<file path="src/rtl/noc_pe_iface.sv">
// Network interface between a PE/memory core and one mesh router pe_mem port.
// TX: packs core transfers into packets through a circular FIFO. RX: filters by destination into a one-entry holding register.
module noc_pe_iface #(
    parameter int unsigned WIDTH_PACKAGE = 33,
    parameter logic [4:0]  ROUTER_LOC    = 5'b000_00,
    parameter int unsigned FIFO_DEPTH    = 4
) (
    input  logic                     clk,
    input  logic                     rst_n,
    input  logic                     core_tx_valid,
    output logic                     core_tx_ready,
    input  logic [4:0]               core_tx_dest,
    input  logic [2:0]               core_tx_type,
    input  logic [19:0]              core_tx_data,
    output logic                     net_tx_valid,
    input  logic                     net_tx_ready,
    output logic [WIDTH_PACKAGE-1:0] net_tx_pkt,
    input  logic                     net_rx_valid,
    output logic                     net_rx_ready,
    input  logic [WIDTH_PACKAGE-1:0] net_rx_pkt,
    output logic                     core_rx_valid,
    input  logic                     core_rx_ready,
    output logic [4:0]               core_rx_src,
    output logic [2:0]               core_rx_type,
    output logic [19:0]              core_rx_data,
    output logic [7:0]               drop_count
);

    localparam int unsigned ADDR_W   = 5;
    localparam int unsigned TYPE_W   = 3;
    localparam int unsigned DATA_W   = 20;
    localparam int unsigned DROP_W   = 8;
    localparam int unsigned PTR_W    = (FIFO_DEPTH > 1) ? $clog2(FIFO_DEPTH) : 1;
    localparam int unsigned CNT_W    = $clog2(FIFO_DEPTH + 1);

    typedef struct packed {
        logic [ADDR_W-1:0] dest;
        logic [ADDR_W-1:0] src;
        logic [TYPE_W-1:0] ptype;
        logic [DATA_W-1:0] data;
    } pkt_t;

    localparam int unsigned PKT_W = $bits(pkt_t);

    // ---------------- TX path ----------------
    pkt_t             mem_q [FIFO_DEPTH];
    logic [PTR_W-1:0] wr_ptr_q, wr_ptr_d;
    logic [PTR_W-1:0] rd_ptr_q, rd_ptr_d;
    logic [CNT_W-1:0] count_q, count_d;
    logic             tx_ready_q, tx_ready_d;
    logic             tx_valid_q, tx_valid_d;
    logic             push;
    logic             pop;
    pkt_t             tx_pkt;

    assign push = core_tx_valid && tx_ready_q;
    assign pop  = tx_valid_q && net_tx_ready;

    always_comb begin
        tx_pkt       = '0;
        tx_pkt.dest  = core_tx_dest;
        tx_pkt.src   = ROUTER_LOC;
        tx_pkt.ptype = core_tx_type;
        tx_pkt.data  = core_tx_data;
    end

    // Ready/valid flags are registered from next-state count so full/empty never loop back combinationally.
    always_comb begin
        wr_ptr_d = wr_ptr_q;
        rd_ptr_d = rd_ptr_q;
        count_d  = count_q;
        if (push) begin
            wr_ptr_d = wr_ptr_q + PTR_W'(1);
        end
        if (pop) begin
            rd_ptr_d = rd_ptr_q + PTR_W'(1);
        end
        if (push && !pop) begin
            count_d = count_q + CNT_W'(1);
        end else if (pop && !push) begin
            count_d = count_q - CNT_W'(1);
        end
        tx_ready_d = (count_d != CNT_W'(FIFO_DEPTH));
        tx_valid_d = (count_d != CNT_W'(0));
    end

    always_ff @(posedge clk or negedge rst_n) begin
        if (!rst_n) begin
            wr_ptr_q   <= '0;
            rd_ptr_q   <= '0;
            count_q    <= '0;
            tx_ready_q <= 1'b1;
            tx_valid_q <= 1'b0;
        end else begin
            wr_ptr_q   <= wr_ptr_d;
            rd_ptr_q   <= rd_ptr_d;
            count_q    <= count_d;
            tx_ready_q <= tx_ready_d;
            tx_valid_q <= tx_valid_d;
        end
    end

    // Storage needs no reset: entries are only visible while count is non-zero.
    always_ff @(posedge clk) begin
        if (push) begin
            mem_q[wr_ptr_q] <= tx_pkt;
        end
    end

    assign core_tx_ready = tx_ready_q;
    assign net_tx_valid  = tx_valid_q;
    assign net_tx_pkt    = WIDTH_PACKAGE'(mem_q[rd_ptr_q]);

    // ---------------- RX path ----------------
    pkt_t              rx_pkt;
    logic              hv_q, hv_d;
    logic [ADDR_W-1:0] src_q, src_d;
    logic [TYPE_W-1:0] type_q, type_d;
    logic [DATA_W-1:0] data_q, data_d;
    logic [DROP_W-1:0] drop_q, drop_d;
    logic              rx_accept;
    logic              rx_match;
    logic              rx_take;

    assign rx_pkt       = pkt_t'(net_rx_pkt[PKT_W-1:0]);
    assign net_rx_ready = !hv_q || core_rx_ready;
    assign rx_accept    = net_rx_valid && net_rx_ready;
    assign rx_match     = (rx_pkt.dest == ROUTER_LOC);
    assign rx_take      = hv_q && core_rx_ready;

    // A matching load wins over a same-cycle take so drain+refill keeps the register full.
    always_comb begin
        hv_d   = hv_q;
        src_d  = src_q;
        type_d = type_q;
        data_d = data_q;
        drop_d = drop_q;
        if (rx_accept && rx_match) begin
            hv_d   = 1'b1;
            src_d  = rx_pkt.src;
            type_d = rx_pkt.ptype;
            data_d = rx_pkt.data;
        end else if (rx_take) begin
            hv_d = 1'b0;
        end
        if (rx_accept && !rx_match && (drop_q != {DROP_W{1'b1}})) begin
            drop_d = drop_q + DROP_W'(1);
        end
    end

    always_ff @(posedge clk or negedge rst_n) begin
        if (!rst_n) begin
            hv_q   <= 1'b0;
            src_q  <= '0;
            type_q <= '0;
            data_q <= '0;
            drop_q <= '0;
        end else begin
            hv_q   <= hv_d;
            src_q  <= src_d;
            type_q <= type_d;
            data_q <= data_d;
            drop_q <= drop_d;
        end
    end

    assign core_rx_valid = hv_q;
    assign core_rx_src   = src_q;
    assign core_rx_type  = type_q;
    assign core_rx_data  = data_q;
    assign drop_count    = drop_q;

endmodule

</file>
<file path="config.mk">
export PLATFORM = sky130hd
export DESIGN_NAME = noc_pe_iface
export DESIGN_NICKNAME = d
export VERILOG_FILES = /design/src/rtl/noc_pe_iface.sv
export SDC_FILE = /design/constraint.sdc
export NUM_CORES = 1
export LEC_CHECK = 0
export CAP_MARGIN = 0
export CELL_PAD_IN_SITES_DETAIL_PLACEMENT = 1
export CELL_PAD_IN_SITES_GLOBAL_PLACEMENT = 1
export CORE_MARGIN = 4
export CORE_UTILIZATION = 38
export CTS_CLUSTER_DIAMETER = 50
export DETAILED_ROUTE_END_ITERATION = 12
export GPL_TIMING_DRIVEN = 1
export PLACE_DENSITY_LB_ADDON = 0.1
export SLEW_MARGIN = 30
export SYNTH_ARGS = -nofsm -noshare
export SYNTH_HDL_FRONTEND = slang
export SYNTH_SLANG_ARGS = --single-unit
</file>
<file path="constraint.sdc">
create_clock -name clk -period 1.8 [get_ports clk]
set_input_delay 0.18 -clock clk [delete_from_list [all_inputs] [get_ports clk]]
set_output_delay 0.18 -clock clk [all_outputs]
set_load 0.02 [all_outputs]
</file>
Yosys cells after proc, flatten, opt, wreduce, memory -nomap -nowiden

Memory sizes are Yosys's and may differ from the RTL's.
Index checks and enable logic that the tools add are counted.

Equality and inequality tests: 2
Muxes and demuxes: 6
Reduce and logical (&&, ||, !) cells: 17
Add/sub/neg operators: 5

Operator list:

| cell                                             | number |
|---|---|
| logical AND 1 bit                                | 9 |
| adder 8 x 1 -> 8 bit, second input constant      | 1 |
| != test 8 bit, second input constant             | 1 |
| two-way mux 3 bit                                | 2 |
| zero test 5 bit                                  | 1 |
| adder 2 x 1 -> 2 bit, second input constant      | 2 |
| zero test 1 bit                                  | 4 |
| two-way mux 1 bit                                | 4 |
| adder 3 x 1 -> 3 bit, second input constant      | 1 |
| != test 3 bit, second input constant             | 1 |
| nonzero test 3 bit                               | 1 |
| subtractor 3 x 1 -> 3 bit, second input constant | 1 |
| nonzero test 2 bit                               | 1 |
| logical OR 1 bit                                 | 1 |

Input port bits: 67
Register bits: 46
RAM bits: 112
Memories: 1

Memory list:

| memory | words | width | read ports | clocked after Yosys merged registers in | write ports | line | source |
|---|---|---|---|---|---|---|---|
| mem_q  | 4     | 28    | 1          | 0                                       | 1           | 46   | `pkt_t mem_q [FIFO_DEPTH];` |

Longest topological paths before layout

Gate-level depths: netlist of run 1.

Depth after elaboration: 6
Depth in mapped cells: 6

Worst setup path before layout of run 1

OpenSTA, ideal clock, no wires.

Path type: flip-flop to flip-flop
Start: register tx_ready_q, in the netlist core_tx_ready
End: memory mem_q[0][0] (netlist name), enable pin
Arrival: 1,376 ps
Setup time: 388 ps
Cell stages (with the launch flop): 2
Setup slack: 36 ps
Period minus slack after synthesis: 1,764 ps
Cells stage by stage: dfstp_2 and3_1

Cells in the longest elaborated chain, start to end: 3

Ends and longest elaborated chain:

| what                                    | line | source |
|---|---|---|
| from (decl)                             | 50   | `logic tx_ready_q, tx_ready_d;` |
| from (signal assigned)                  | 98   | `tx_ready_q <= tx_ready_d;` |
| logical AND 1 bit                       | 56   | `assign push = core_tx_valid && tx_ready_q;` |
| two-way mux 1 bit                       | 105  | `if (push) begin` |
| two-way mux 1 bit (not written as such) | 106  | `mem_q[wr_ptr_q] <= tx_pkt;` |
| to (decl)                               | 46   |  |

No other way between the ends.

Worst setup path in the final report of run 1

Start: register rd_ptr_q[0]
End: output net_tx_pkt[29]

Cells in the longest elaborated chain, start to end: 1

Ends and longest elaborated chain:

| what                     | line | source |
|---|---|---|
| from (decl)              | 48   | `logic [PTR_W-1:0] rd_ptr_q, rd_ptr_d;` |
| from (signal assigned)   | 96   | `rd_ptr_q <= rd_ptr_d;` |
| memory read (4 x 28 bit) | n/a  |  |
| to (decl)                | 17   | `output logic [WIDTH_PACKAGE-1:0] net_tx_pkt,` |

No other way between the ends.

==> impl_metrics.py, run 1 <==
metrics = {
    "timing": {
        "relSlewSlack": 0.600,
        "worst_slack_ns": -0.113,
        "finalCriticalPeriod_ns": 1.91,
        "holdWs_ns": 0.374,
        "clock.fmax_mhz": 523,
        "rsz0062_at_grt": "yes",
        "drv_slew": 0,
        "final.setup_skew_ns": 0.00547,
        "worstMarginPinSlew_ns": 0.600,
        "min_period_over_period": 1.06,
        "final-setup-viol-count": 28,
        "final.setup.tns_ns": -2.34,
        "hold_viol": 0,
    },
    "clocking": {
        "h-tree-depth": 4,
        "cts_tree": "done",
        "numCtsBuffers": 17,
        "clock_path_buffers": 2,
        "clk_latency_ns": 0.41,
        "cts_root_buffer": "clkbuf_16",
        "cts_sinks": 158,
        "clkTransAtPathRegs_ns": 0.06,
    },
    "drt": {
        "via_per_inst": 4.79,
        "wl_met3_um": 868,
        "routed.top_layer": "met4",
        "vias": 3340,
        "totalWireLength_um": 13300,
        "ant_nets": 0,
        "drt_iter0_drc": 119,
        "drcViolationCount": 0,
        "wl_met1_um": 5730,
        "wl_met2_um": 6470,
        "dr.pass1.iters": 4,
        "wl_per_cell_um": 19.0,
    },
    "grt": {
        "grt_pass1_vias": 3815,
        "grt_overflow": 0,
        "grt_antenna_before_repair": 0,
        "grt_max_degree": 47,
        "grt_pass1_wl_um": 21000,
        "grt_util_all_layers": 0.153,
    },
    "placement": {
        "port_buffers": 134,
        "hpwl_um": 8610,
        "dp_worst_setup_slack_ns": -0.252,
        "place_congestion": 0.682,
    },
    "worst_setup_path": {
        "cp-start-kind": "register",
        "arrival_ns": 1.73,
        "endpoint_kind": "output port",
        "criticalPathCategory": "reg2out",
        "path_max_fanout": 5,
        "cp.required_ns": 1.62,
    },
    "floorplan": {
        "rows": 46,
        "core_area_um2": 15800,
        "initial_core_util": 0.386,
        "die_area_um2": 18100,
        "die_h_um": 135,
        "fp.dieW_um": 135,
        "io_pins": 140,
    },
    "final_layout": {
        "nets": 543,
        "n_fill_cell": 1457,
        "drive_gt1_frac": 0.297,
        "area_growth_pct": 39.5,
        "n_antenna_cell": 0,
    },
    "synthesis": {
        "synthTopCellsByCount": "edfxtp_1 (112), dfrtp_1 (45), mux4_2 (28)",
        "yosys.area.top_type": "edfxtp_1",
        "synth_warnings": 0,
        "synth.distinct_cells": 38,
        "syn_area_per_cell_um2": 20.0,
        "synth_cells": 304,
        "ys_ff_latch": 158,
        "async_reset_ff_frac": 0.291,
        "yosysMostFrequentCell": "edfxtp_1",
        "synth-seq-area-share": 0.741,
        "yosys.area.top_type_share": 0.552,
        "synth_area_leaders": "edfxtp_1 (55%), dfrtp_1 (18%), mux4_2 (10%)",
        "synth_edf_count": 112,
        "syn_area_um2": 6090,
        "synth_flop_cell": "edfxtp_1",
    },
    "outcome": {
        "outcome": "complete, but fails checks",
        "violations": "setup timing",
    },
    "power": {
        "powerDensity_nw_per_um2": 1600,
        "power_leakage_nw": 3.21,
        "ir_drop_mv": 0.741,
    },
    "worst_hold_path": {
        "hp-class": "in2reg",
    },
    "run": {
        "maxCapViolCount": 0,
    },
}
[power by group]
part | switching [mW] | internal, mW
registers | 0.382 | 4.74
clock network | 1.31 | 2.09
logic | 2.44 | 2.62
[worst max-delay path: stages (launching register included)]
cell     delay (ns)
dfrtp_2        0.44
buf_4          0.14
buf_6          0.09
mux4_2         0.48
buf_2          0.17
[per-stage QoR]
stage,utilization,area [um2],power [mW],instances
after floorplan,-,6110,7.72,308
after global placement,0.498,7860,10.0,660
after detailed placement,0.498,7860,10.1,660
after CTS,0.544,8570,14.0,701
after global routing,0.539,8500,14.3,698
final,0.539,8500,13.6,698
[layout by cell type (no fill, tap or decap), drive strengths merged, types with 5 or more instances in the layout]
cell	count
dfrtp	45
nand2	9
and3	6
xor2	6
clkbuf	23
mux4	28
clkdlybuf4s50	103
buf	50
clkinv	7
ha	7
conb	5
nor2	7
edfxtp	112
inv	5
mux2	29
[registers in the layout, summed over array words and instances, names as in the netlist]
name	cells
core_rx_type	3
core_rx_src	5
net_tx_valid	1
mem_q	112
rd_ptr_q	2
core_tx_ready	1
drop_count	8
core_rx_valid	1
wr_ptr_q	2
core_rx_data	20
count_q	3
[layout make-up]
| type | instances | area, um2 | area share |
|---|---|---|---|
| sequential | 158 | 4520 | 0.532 |
| tap | 216 | 270 | 0.0318 |
| clock buffer | 23 | 468 | 0.0551 |
| multi-input combinational | 131 | 1490 | 0.175 |
| timing repair buffer | 156 | 1650 | 0.194 |
| inverter | 5 | 18.8 | 0.00221 |
| clock inverter | 9 | 92.6 | 0.0109 |
[final timing paths]
kind	from	to	slack [ns]	depth (start not counted)
setup / recovery	rd_ptr_q[0]	net_tx_pkt[29]	-0.11	4
hold / removal	net_rx_pkt[4]	core_rx_data[4]	0.37	2
setup reg to reg	count_q[1]	core_tx_ready	0.16	5
hold reg to reg	core_rx_data[8]	core_rx_data[8]	0.50	1
max in group asynchronous	rst_n	rd_ptr_q[0]	0.95	3
min in group asynchronous	rst_n	core_rx_data[9]	0.40	3
[routing by layer]
layer | global-route usage | vias to the layer above
li1 | - | 1507
met1 | 0.194 | 1715
met2 | 0.242 | 103
met3 | 0.0559 | 15
met4 | 0.0594 | 0
met5 | 0 | -
[what timing repair did]
action | CTS | global route
hold buffers | 1 | 0
hold endpoints to repair | 45 | 0
endpoints found under the setup margin | 30 | 28
gates resized for setup | 176 | 0
buffers inserted | 6 | 0
pin swaps | 0 | 0
gates cloned | 2 | 0
[cells by family (layout without fill, tap and decap cells)]
group | Yosys count | after routing | synth area share
AO/OA/AOI/OAI | 10 | 10 | 0.0123
XOR/XNOR | 10 | 10 | 0.0144
adder cells (fa/ha/maj) | 7 | 7 | 0.0144
buffers and inverters | 19 | 193 | 0.0181
flip-flops | 158 | 158 | 0.741
multiplexers | 57 | 57 | 0.163
other | 1 | 5 | 0.000616
AND/OR/NAND/NOR | 42 | 42 | 0.0362
(Power assumes the default switching activity.)
==> run 2, diff against run 1 <==
Settings changed: SLEW_MARGIN 30 to unset.
==> results of run 2 <==
Same layout as run 1: the final DEF is identical, and so are final timing and power.
==> run 3, diff against run 2 <==
Settings changed: CAP_MARGIN 0 to 20.
==> results of run 3 <==
Same layout as run 1: the final DEF is identical, and so are final timing and power.
